--- src/rtl/sqrt_request_arbiter_pkg.sv ---
// Shared definitions for the round-robin arbiter in front of the binary-search sqrt engine.
package sqrt_request_arbiter_pkg;

  typedef enum logic [1:0] {
    ST_IDLE  = 2'd0,
    ST_ISSUE = 2'd1,
    ST_WAIT  = 2'd2,
    ST_RESP  = 2'd3
  } arb_state_e;

  localparam int         OPW      = 8;
  localparam logic [7:0] ROOT_SAT = 8'hFF;

  function automatic logic [7:0] idx_to_onehot(input logic [2:0] idx);
    return 8'd1 << idx;
  endfunction

endpackage

--- src/rtl/sqrt_request_arbiter_rr_priority_picker.sv ---
// Round-robin picker: first asserted request at or above i_ptr, wrapping past the top lane.
module rr_priority_picker #(
  parameter int NUM_REQ = 4,
  parameter int IDX_W   = 2
) (
  input  logic [NUM_REQ-1:0] i_req,
  input  logic [IDX_W-1:0]   i_ptr,
  output logic [IDX_W-1:0]   o_grant,
  output logic               o_any_valid
);

  logic [IDX_W-1:0] w_idx;

  // Scan from the farthest offset down so the lane nearest the pointer is written last and wins.
  always_comb begin
    o_grant     = '0;
    o_any_valid = 1'b0;
    w_idx       = '0;
    for (int off = NUM_REQ - 1; off >= 0; off--) begin
      w_idx       = IDX_W'((int'(i_ptr) + off) % NUM_REQ);
      o_grant     = i_req[w_idx] ? w_idx : o_grant;
      o_any_valid = o_any_valid | i_req[w_idx];
    end
  end

endmodule

--- src/rtl/sqrt_request_arbiter.sv ---
// Shares one sqrt engine among NUM_REQ lanes: round-robin grant, one operation in flight,
// result returned to the granted lane with a one-cycle pulse; engine hangs become timeouts.
module sqrt_request_arbiter
  import sqrt_request_arbiter_pkg::*;
#(
  parameter int NUM_REQ     = 4,
  parameter int IDX_W       = 2,
  parameter int TIMEOUT_CYC = 40
) (
  input  logic                   i_clk,
  input  logic                   i_rst_n,
  input  logic [NUM_REQ-1:0]     i_req_valid,
  input  logic [OPW*NUM_REQ-1:0] i_req_x,
  input  logic [OPW*NUM_REQ-1:0] i_req_y,
  output logic [NUM_REQ-1:0]     o_req_ack,
  output logic [NUM_REQ-1:0]     o_resp_valid,
  output logic [OPW-1:0]         o_resp_root,
  output logic                   o_resp_err,
  output logic                   o_fault,
  output logic                   o_busy,
  output logic                   o_sq_start,
  output logic [OPW-1:0]         o_sq_x,
  output logic [OPW-1:0]         o_sq_y,
  input  logic                   i_sq_ready,
  input  logic [OPW-1:0]         i_sq_root
);

  localparam int TMR_W = $clog2(TIMEOUT_CYC);

  arb_state_e         r_state;
  arb_state_e         w_state_nxt;
  logic [IDX_W-1:0]   r_rr_ptr;
  logic [IDX_W-1:0]   r_grant;
  logic [TMR_W-1:0]   r_timer;
  logic [NUM_REQ-1:0] r_req_ack;
  logic [NUM_REQ-1:0] r_resp_valid;
  logic [OPW-1:0]     r_resp_root;
  logic               r_resp_err;
  logic               r_fault;
  logic               r_busy;
  logic               r_sq_start;
  logic [OPW-1:0]     r_sq_x;
  logic [OPW-1:0]     r_sq_y;

  logic [IDX_W-1:0]   w_pick;
  logic               w_any_valid;
  logic [NUM_REQ-1:0] w_pick_oh;
  logic [NUM_REQ-1:0] w_grant_oh;
  logic [OPW-1:0]     w_sel_x;
  logic [OPW-1:0]     w_sel_y;
  logic               w_ready_ok;
  logic               w_timeout;
  logic [NUM_REQ-1:0] w_ack_nxt;
  logic [NUM_REQ-1:0] w_resp_valid_nxt;
  logic               w_start_nxt;
  logic               w_capture_op;
  logic               w_load_root;
  logic               w_load_sat;
  logic               w_advance_ptr;

  rr_priority_picker #(
    .NUM_REQ (NUM_REQ),
    .IDX_W   (IDX_W)
  ) u_picker (
    .i_req       (i_req_valid),
    .i_ptr       (r_rr_ptr),
    .o_grant     (w_pick),
    .o_any_valid (w_any_valid)
  );

  assign w_pick_oh  = NUM_REQ'(idx_to_onehot(3'(w_pick)));
  assign w_grant_oh = NUM_REQ'(idx_to_onehot(3'(r_grant)));
  assign w_sel_x    = i_req_x[int'(w_pick) * OPW +: OPW];
  assign w_sel_y    = i_req_y[int'(w_pick) * OPW +: OPW];

  // The first WAIT cycle still sees the engine's ready level from the previous operation.
  assign w_ready_ok = (r_timer != '0) && i_sq_ready;
  assign w_timeout  = (r_timer == TMR_W'(TIMEOUT_CYC - 1)) && !w_ready_ok;

  // State register
  always_ff @(posedge i_clk or negedge i_rst_n) begin
    if (!i_rst_n) begin
      r_state <= ST_IDLE;
    end else begin
      r_state <= w_state_nxt;
    end
  end

  // Next-state logic
  always_comb begin
    w_state_nxt = r_state;
    case (r_state)
      ST_IDLE:  w_state_nxt = w_any_valid ? ST_ISSUE : ST_IDLE;
      ST_ISSUE: w_state_nxt = ST_WAIT;
      ST_WAIT:  w_state_nxt = (w_ready_ok || w_timeout) ? ST_RESP : ST_WAIT;
      ST_RESP:  w_state_nxt = ST_IDLE;
      default:  w_state_nxt = ST_IDLE;
    endcase
  end

  // Output decode: values the output registers take at the next edge
  always_comb begin
    w_ack_nxt        = '0;
    w_resp_valid_nxt = '0;
    w_start_nxt      = 1'b0;
    w_capture_op     = 1'b0;
    w_load_root      = 1'b0;
    w_load_sat       = 1'b0;
    w_advance_ptr    = 1'b0;
    case (r_state)
      ST_IDLE: begin
        w_ack_nxt    = w_any_valid ? w_pick_oh : '0;
        w_capture_op = w_any_valid;
      end
      ST_ISSUE: w_start_nxt = 1'b1;
      ST_WAIT: begin
        w_resp_valid_nxt = (w_ready_ok || w_timeout) ? w_grant_oh : '0;
        w_load_root      = w_ready_ok;
        w_load_sat       = w_timeout;
      end
      ST_RESP:  w_advance_ptr = 1'b1;
      default:  w_advance_ptr = 1'b0;
    endcase
  end

  // Pulse outputs, grant capture, operand hold and round-robin pointer
  always_ff @(posedge i_clk or negedge i_rst_n) begin
    if (!i_rst_n) begin
      r_req_ack    <= '0;
      r_resp_valid <= '0;
      r_sq_start   <= 1'b0;
      r_busy       <= 1'b0;
      r_grant      <= '0;
      r_sq_x       <= '0;
      r_sq_y       <= '0;
      r_rr_ptr     <= '0;
    end else begin
      r_req_ack    <= w_ack_nxt;
      r_resp_valid <= w_resp_valid_nxt;
      r_sq_start   <= w_start_nxt;
      r_busy       <= (w_state_nxt != ST_IDLE);
      if (w_capture_op) begin
        r_grant <= w_pick;
        r_sq_x  <= w_sel_x;
        r_sq_y  <= w_sel_y;
      end
      if (w_advance_ptr) begin
        r_rr_ptr <= (r_grant == IDX_W'(NUM_REQ - 1)) ? '0 : r_grant + IDX_W'(1);
      end
    end
  end

  // WAIT-cycle counter, cleared while the start pulse is being issued
  always_ff @(posedge i_clk or negedge i_rst_n) begin
    if (!i_rst_n) begin
      r_timer <= '0;
    end else if (r_state == ST_ISSUE) begin
      r_timer <= '0;
    end else if (r_state == ST_WAIT) begin
      r_timer <= r_timer + TMR_W'(1);
    end
  end

  // Result registers hold until the next response; fault is sticky until reset
  always_ff @(posedge i_clk or negedge i_rst_n) begin
    if (!i_rst_n) begin
      r_resp_root <= '0;
      r_resp_err  <= 1'b0;
      r_fault     <= 1'b0;
    end else if (w_load_root) begin
      r_resp_root <= i_sq_root;
      r_resp_err  <= 1'b0;
    end else if (w_load_sat) begin
      r_resp_root <= ROOT_SAT;
      r_resp_err  <= 1'b1;
      r_fault     <= 1'b1;
    end
  end

  assign o_req_ack    = r_req_ack;
  assign o_resp_valid = r_resp_valid;
  assign o_resp_root  = r_resp_root;
  assign o_resp_err   = r_resp_err;
  assign o_fault      = r_fault;
  assign o_busy       = r_busy;
  assign o_sq_start   = r_sq_start;
  assign o_sq_x       = r_sq_x;
  assign o_sq_y       = r_sq_y;

endmodule
--- config.mk ---
export PLATFORM = sky130hd
export DESIGN_NAME = sqrt_request_arbiter
export DESIGN_NICKNAME = d
export VERILOG_FILES = /design/src/rtl/sqrt_request_arbiter_pkg.sv /design/src/rtl/sqrt_request_arbiter_rr_priority_picker.sv /design/src/rtl/sqrt_request_arbiter.sv
export SDC_FILE = /design/constraint.sdc
export NUM_CORES = 1
export LEC_CHECK = 0
export ABC_AREA = 1
export CAP_MARGIN = 20
export CORE_ASPECT_RATIO = 0.7
export CORE_MARGIN = 2
export CORE_UTILIZATION = 30
export DETAILED_ROUTE_END_ITERATION = 7
export DONT_BUFFER_PORTS = 1
export PLACE_DENSITY = 0.51
export SLEW_MARGIN = 20
export SYNTH_ARGS = -nofsm -noshare
export SYNTH_HDL_FRONTEND = slang
export SYNTH_SLANG_ARGS = --single-unit
export TNS_END_PERCENT = 100
--- constraint.sdc ---
create_clock -name i_clk -period 2.3 [get_ports i_clk]
set_input_delay 0.575 -clock i_clk [delete_from_list [all_inputs] [get_ports i_clk]]
set_output_delay 0.575 -clock i_clk [all_outputs]
set_load 0.1 [all_outputs]
; ---- Word-level counts from Yosys, hierarchy flattened
; Index checks and enable logic that the tools add are counted.
; Widths: inputs -> output; s select.
[totals]
regBits = 48
input_bits = 79
out_inout_bits = 36
wordCells = 76
[op_classes]
n_addsub = 5
magnitude_cmp = 4
n_eq_ne = 5
n_shift = 4
muxes = 31
bitwise_logic = 4
n_reduce_logical = 10
[ops]
columns = cell, n
row1 = $shiftx 32x6->8, 2
row2 = $mux 4, 4
row3 = $mux 8, 2
row4 = $mux 1, 13
row5 = $lt 2x3->1 const B, 4
row6 = $mux 6, 2
row7 = $mux 2, 5
row8 = $bmux 1 s2, 4
row9 = $pmux 2 s4, 1
row10 = $shl 1x2->4 const A, 2
row11 = $add 6x1->6 const B, 1
row12 = $eq 2x2->1 const B, 3
row13 = $eq 6x6->1 const B, 1
row14 = $reduce_bool 2->1, 3
row15 = $reduce_bool 6->1, 1
row16 = $add 2x1->2 const B, 2
row17 = $add 2x2->2 const B, 2
row18 = $or 1x1->1, 3
row19 = $eq 2x1->1 const B, 1
row20 = $logic_and 1x1->1, 2
row21 = $logic_not 2->1, 1
row22 = $reduce_and 2->1, 1
row23 = $logic_not 1->1, 1
row24 = $logic_or 1x1->1, 1
row25 = $not 1->1, 1

; ---- Depth between registers and ports, before layout
[logic_depth]
word_depth = 10
mapped_depth = 15

; ---- Cells and area by module
; Synthesis repeated with hierarchy kept, for this count alone.
[unflattened]
hier_cells = 349
area_unflattened_um2 = 2636.3
[modules_own_cells]
columns = mod, n_inst, cells_each, area_each_um2
row1 = sqrt_request_arbiter, 1, 303, 2423.6
row2 = rr_priority_picker, 1, 46, 212.7

; ---- Least setup slack after synthesis
; No wires, ideal clock.
[synth_timing]
kind = in2reg
from = input i_req_valid[2]
to = register r_sq_x[5] (netlist: o_sq_x[5])
setup_time_ns = 0.120
t_arrival_ns = 1.627
required_time_ns = 2.180
setup_slack_ns = 0.553
path_stages = 12
n_path_buf = 1
cell_sequence = inv_1 > o21ai_0 > nand2_1 > nand2_1 > inv_2 > nand3_4 > buf_2 > nand3_1 > nand3_1 > nand2_1 > nand2_1 > nand2_1
[synth_between]
elab_chain_len = 7
word_cells_on_any_way = 17
[synth_lines]
columns = element, line_no
row1 = "start, declared", sqrt_request_arbiter.sv:12  ; input logic [NUM_REQ-1:0] i_req_valid,
row2 = $bmux 1 s2, "sqrt_request_arbiter_rr_priority_picker.sv:21, sqrt_request_arbiter_rr_priority_picker.sv:22"
row3 = $mux 1 (implied by the code), "sqrt_request_arbiter_rr_priority_picker.sv:21, sqrt_request_arbiter_rr_priority_picker.sv:22"
row4 = $mux 2 (4 in series), sqrt_request_arbiter_rr_priority_picker.sv:21  ; o_grant = i_req[w_idx] ? w_idx : o_grant;
row5 = $shiftx 32x6->8, sqrt_request_arbiter.sv:73  ; assign w_sel_x = i_req_x[int'(w_pick) * OPW +: OPW];
row6 = "end signal, assigned", sqrt_request_arbiter.sv:144  ; r_sq_x <= w_sel_x;
row7 = "end, declared", sqrt_request_arbiter.sv:42  ; logic [OPW-1:0] r_sq_x;
; Parallel ways exist; a longest one is shown, timed or not. The select of a mux whose other input is x is not followed.
; A chain may end at the register's enable or synchronous reset.

; ---- Final worst setup path
[layout_timing]
from = register r_rr_ptr[0]
to = register r_sq_x[4] (netlist: o_sq_x[4])
[layout_between]
elab_chain_len = 8
word_cells_on_any_way = 20
[layout_lines]
columns = element, line_no
row1 = "start, declared", sqrt_request_arbiter.sv:32  ; logic [IDX_W-1:0] r_rr_ptr;
row2 = "start signal, assigned", sqrt_request_arbiter.sv:148  ; r_rr_ptr <= (r_grant == IDX_W'(NUM_REQ - 1)) ? '0 : r_grant + IDX_W'(1);
row3 = $add 2x2->2, sqrt_request_arbiter_rr_priority_picker.sv:20  ; w_idx = IDX_W'((int'(i_ptr) + off) % NUM_REQ);
row4 = $bmux 1 s2, "sqrt_request_arbiter_rr_priority_picker.sv:21, sqrt_request_arbiter_rr_priority_picker.sv:22"
row5 = $mux 1 (implied by the code), "sqrt_request_arbiter_rr_priority_picker.sv:21, sqrt_request_arbiter_rr_priority_picker.sv:22"
row6 = $mux 2 (4 in series), sqrt_request_arbiter_rr_priority_picker.sv:21
row7 = $shiftx 32x6->8, sqrt_request_arbiter.sv:73
; Parallel ways exist; a longest one is shown, timed or not. The select of a mux whose other input is x is not followed.

==> results.ini <==
[routing]
drc_errors = 0
drt_first_pass_iters = 4
drtIter0Drc = 83
vias = 2656
drt-total-wl_microns = 7730
wire_per_inst_microns = 13.2
ant_nets = 0
drt-vias-per-instance = 4.52

[setup_path]
cp-end-kind = flop
critical_path.top_delay_family = simple AND/OR/NAND/NOR gates
timing.critical_path.mode_cell = nand2_1
path_max_fanout = 35
slowest_stage = dfrtp_1
cp_num_buf_inv = 1
start_kind = flop
path_class = reg2reg
crit_chain = buf_4 -> o21ai_2 -> nor2_1 -> nor2_2 -> nand3_4 -> nand2_8 -> nand2_1 -> nand3_1 -> nand2_1 -> nand2_1 -> nand2_1
crit_required_ns = 2.48
cp.arrival_ns = 2.19
crit_path_max_incr_delay_ns = 0.46

[hold_path]
hold_path_class = in2async

[cells_and_area]
antennaDiodeCount = 0
finalNonFillerCells = 587
fill_cells = 1034
nNetsFinal = 547
final_area_sq_um = 3580
area_growth_pct = 19.3
post_route_cells_drive_above_1_share_pct = 15.3

[logic_synthesis]
syn_area_sq_um = 3000
synth_cells = 425
ys_ff_latch = 48
synth_cell_types = 24
syn_avg_cell_area_sq_um = 7.06
yosysSeqAreaShare_pct = 40.0
synth_nets = 514
ys.warnings.count = 0

[sta]
period_share_pct = 87.6
final_hold_viol_count = 0
worst_slew_pin_slew_ns = 0.666
fin_tns_setup_ns = 0
maxSlewHeadroom_pct = 55.5
final_max_slew_viol_count = 0
setup_violations = 0
final.setup.worst_slack_ns = 0.285
skew_ns = 0.00976
fmax_mhz = 496
post-route-min-period_ns = 2.01
rsz0062_at_grt = no

[global_routing]
antenna_found_initial = 0
grt_usage_pct = 14.8
overflow = 0
grt_pass1_vias = 2536
grt_pass1_wl_microns = 12500
grt_start_max_net_pins = 49

[outcome]
outcome = finished clean

[floorplan]
die_h_microns = 87.7
coreArea_sq_um = 9720
ios = 115
start_util_pct = 30.9
die_w_microns = 124
row_count = 30
die-area_sq_um = 10800

[placed_design]
numPortBuffers = 0
place_congestion = 0.892
dpl_cell_area_sq_um = 3380
dp_hpwl_microns = 5690
place_ws_ns = 0.231
place_inst = 578

[clocking]
cts_tree = done
clk_latency_ns = 0.29
cts_buffer_depth = 2
clk_pin_slew_worst_paths_ns = 0.07
cts.htree.levels = 2
clock-sinks = 48
cts_resized = 0
root_buffer = clkbuf_16
cts_buffers = 5

[flow_run]
drv_cap = 0

## cell usage after synthesis (all sizes together)
cell / number / area [sq um]
a21oi: 2 / 10.0
buf: 14 / 105
clkbuf: 2 / 7.51
dfrtp: 48 / 1200
ha: 10 / 125
inv: 91 / 342
nand2: 139 / 571
nand3: 76 / 398
nand4: 2 / 12.5
nor2: 16 / 62.6
nor3: 3 / 15.0
o21ai: 13 / 76.3
o22a: 8 / 70.1
or2: 1 / 6.26
## cells in the final DEF (no fill, tap or decap), types with 2 or more instances in the layout
cell	instances
o22a_1	8
nand4_1	2
a21oi_1	2
inv_1	90
nand3_1	74
buf_12	2
nor2_1	15
nand2_2	10
nor3_1	3
dfrtp_1	48
o21ai_2	3
o21ai_0	10
nand2_1	127
buf_4	39
clkbuf_16	5
ha_1	10
## per-layer routing
metal	global-route usage, %	part of all wire (%)	up-vias
met2	23.9	45	67
met5	0	0	-
met3	5.21	7.5	5
met1	19.2	47	1226
li1	-	-	1358
met4	3.20	0.49	0
## kinds of logic (layout without fill, tap and decap cells)
family | after synthesis | count (layout) | synth area share (%)
buffers and inverters | 107 | 141 | 15.1
adder cells (fa/ha/maj) | 10 | 10 | 4.17
AND/OR/NAND/NOR | 237 | 237 | 35.5
flip-flops | 48 | 48 | 40.0
AO/OA/AOI/OAI | 23 | 23 | 5.21
## state kept, by name, indices dropped and copies added (netlist names)
| name | cells |
|---|---|
| o_resp_root | 8 |
| o_sq_x | 8 |
| o_sq_y | 8 |
| r_timer | 6 |
| o_req_ack | 4 |
| o_resp_valid | 4 |
| r_grant | 2 |
| r_rr_ptr | 2 |
| r_state | 2 |
| o_busy | 1 |
| o_fault | 1 |
| o_resp_err | 1 |
| o_sq_start | 1 |
## area by class of cell
cell class	instances	area, sq um	share of cell area [%]
Inverter	91	342	9.54
Tap cell	128	160	4.47
Clock inverter	3	46.3	1.29
Multi-Input combinational cell	270	1350	37.6
Clock buffer	5	125	3.49
Sequential cell	48	1200	33.5
Timing Repair Buffer	42	360	10.1
## stage by stage
step	util (%)	hold WS [ns]
after global routing	36.8	0.140
after detailed placement	34.8	0.280
after floorplan	-	0.279
final	36.8	0.120
after CTS	36.8	0.138
after global placement	34.8	0.280
## worst paths after layout
path	startpoint	endpoint	slack, ns	cells after the start
hold / removal	i_rst_n	r_state[0]$_DFF_PN0_	0.12	1
hold reg to reg	o_sq_y[0]$_DFFE_PN0P_	o_sq_y[0]$_DFFE_PN0P_	0.51	2
setup reg to reg	r_rr_ptr[0]$_DFFE_PN0N_	o_sq_x[4]$_DFFE_PN0P_	0.29	11
min in group i_clk	i_sq_root[5]	o_resp_root[5]$_DFFE_PN0P_	0.44	1
setup / recovery	r_rr_ptr[0]$_DFFE_PN0N_	o_sq_x[4]$_DFFE_PN0P_	0.29	11
max in group asynchronous	i_rst_n	o_resp_root[3]$_DFFE_PN0P_	1.94	1
## what timing repair did
| action | in CTS | in global routing |
|---|---|---|
| hold endpoints to repair | 48 | 0 |
| buffers inserted | 0 | 0 |
| hold buffers | 1 | 0 |
Power is left out: the tool's default activity adds up to more than one toggle a clock period on the data nets, which glitch-free logic cannot reach.
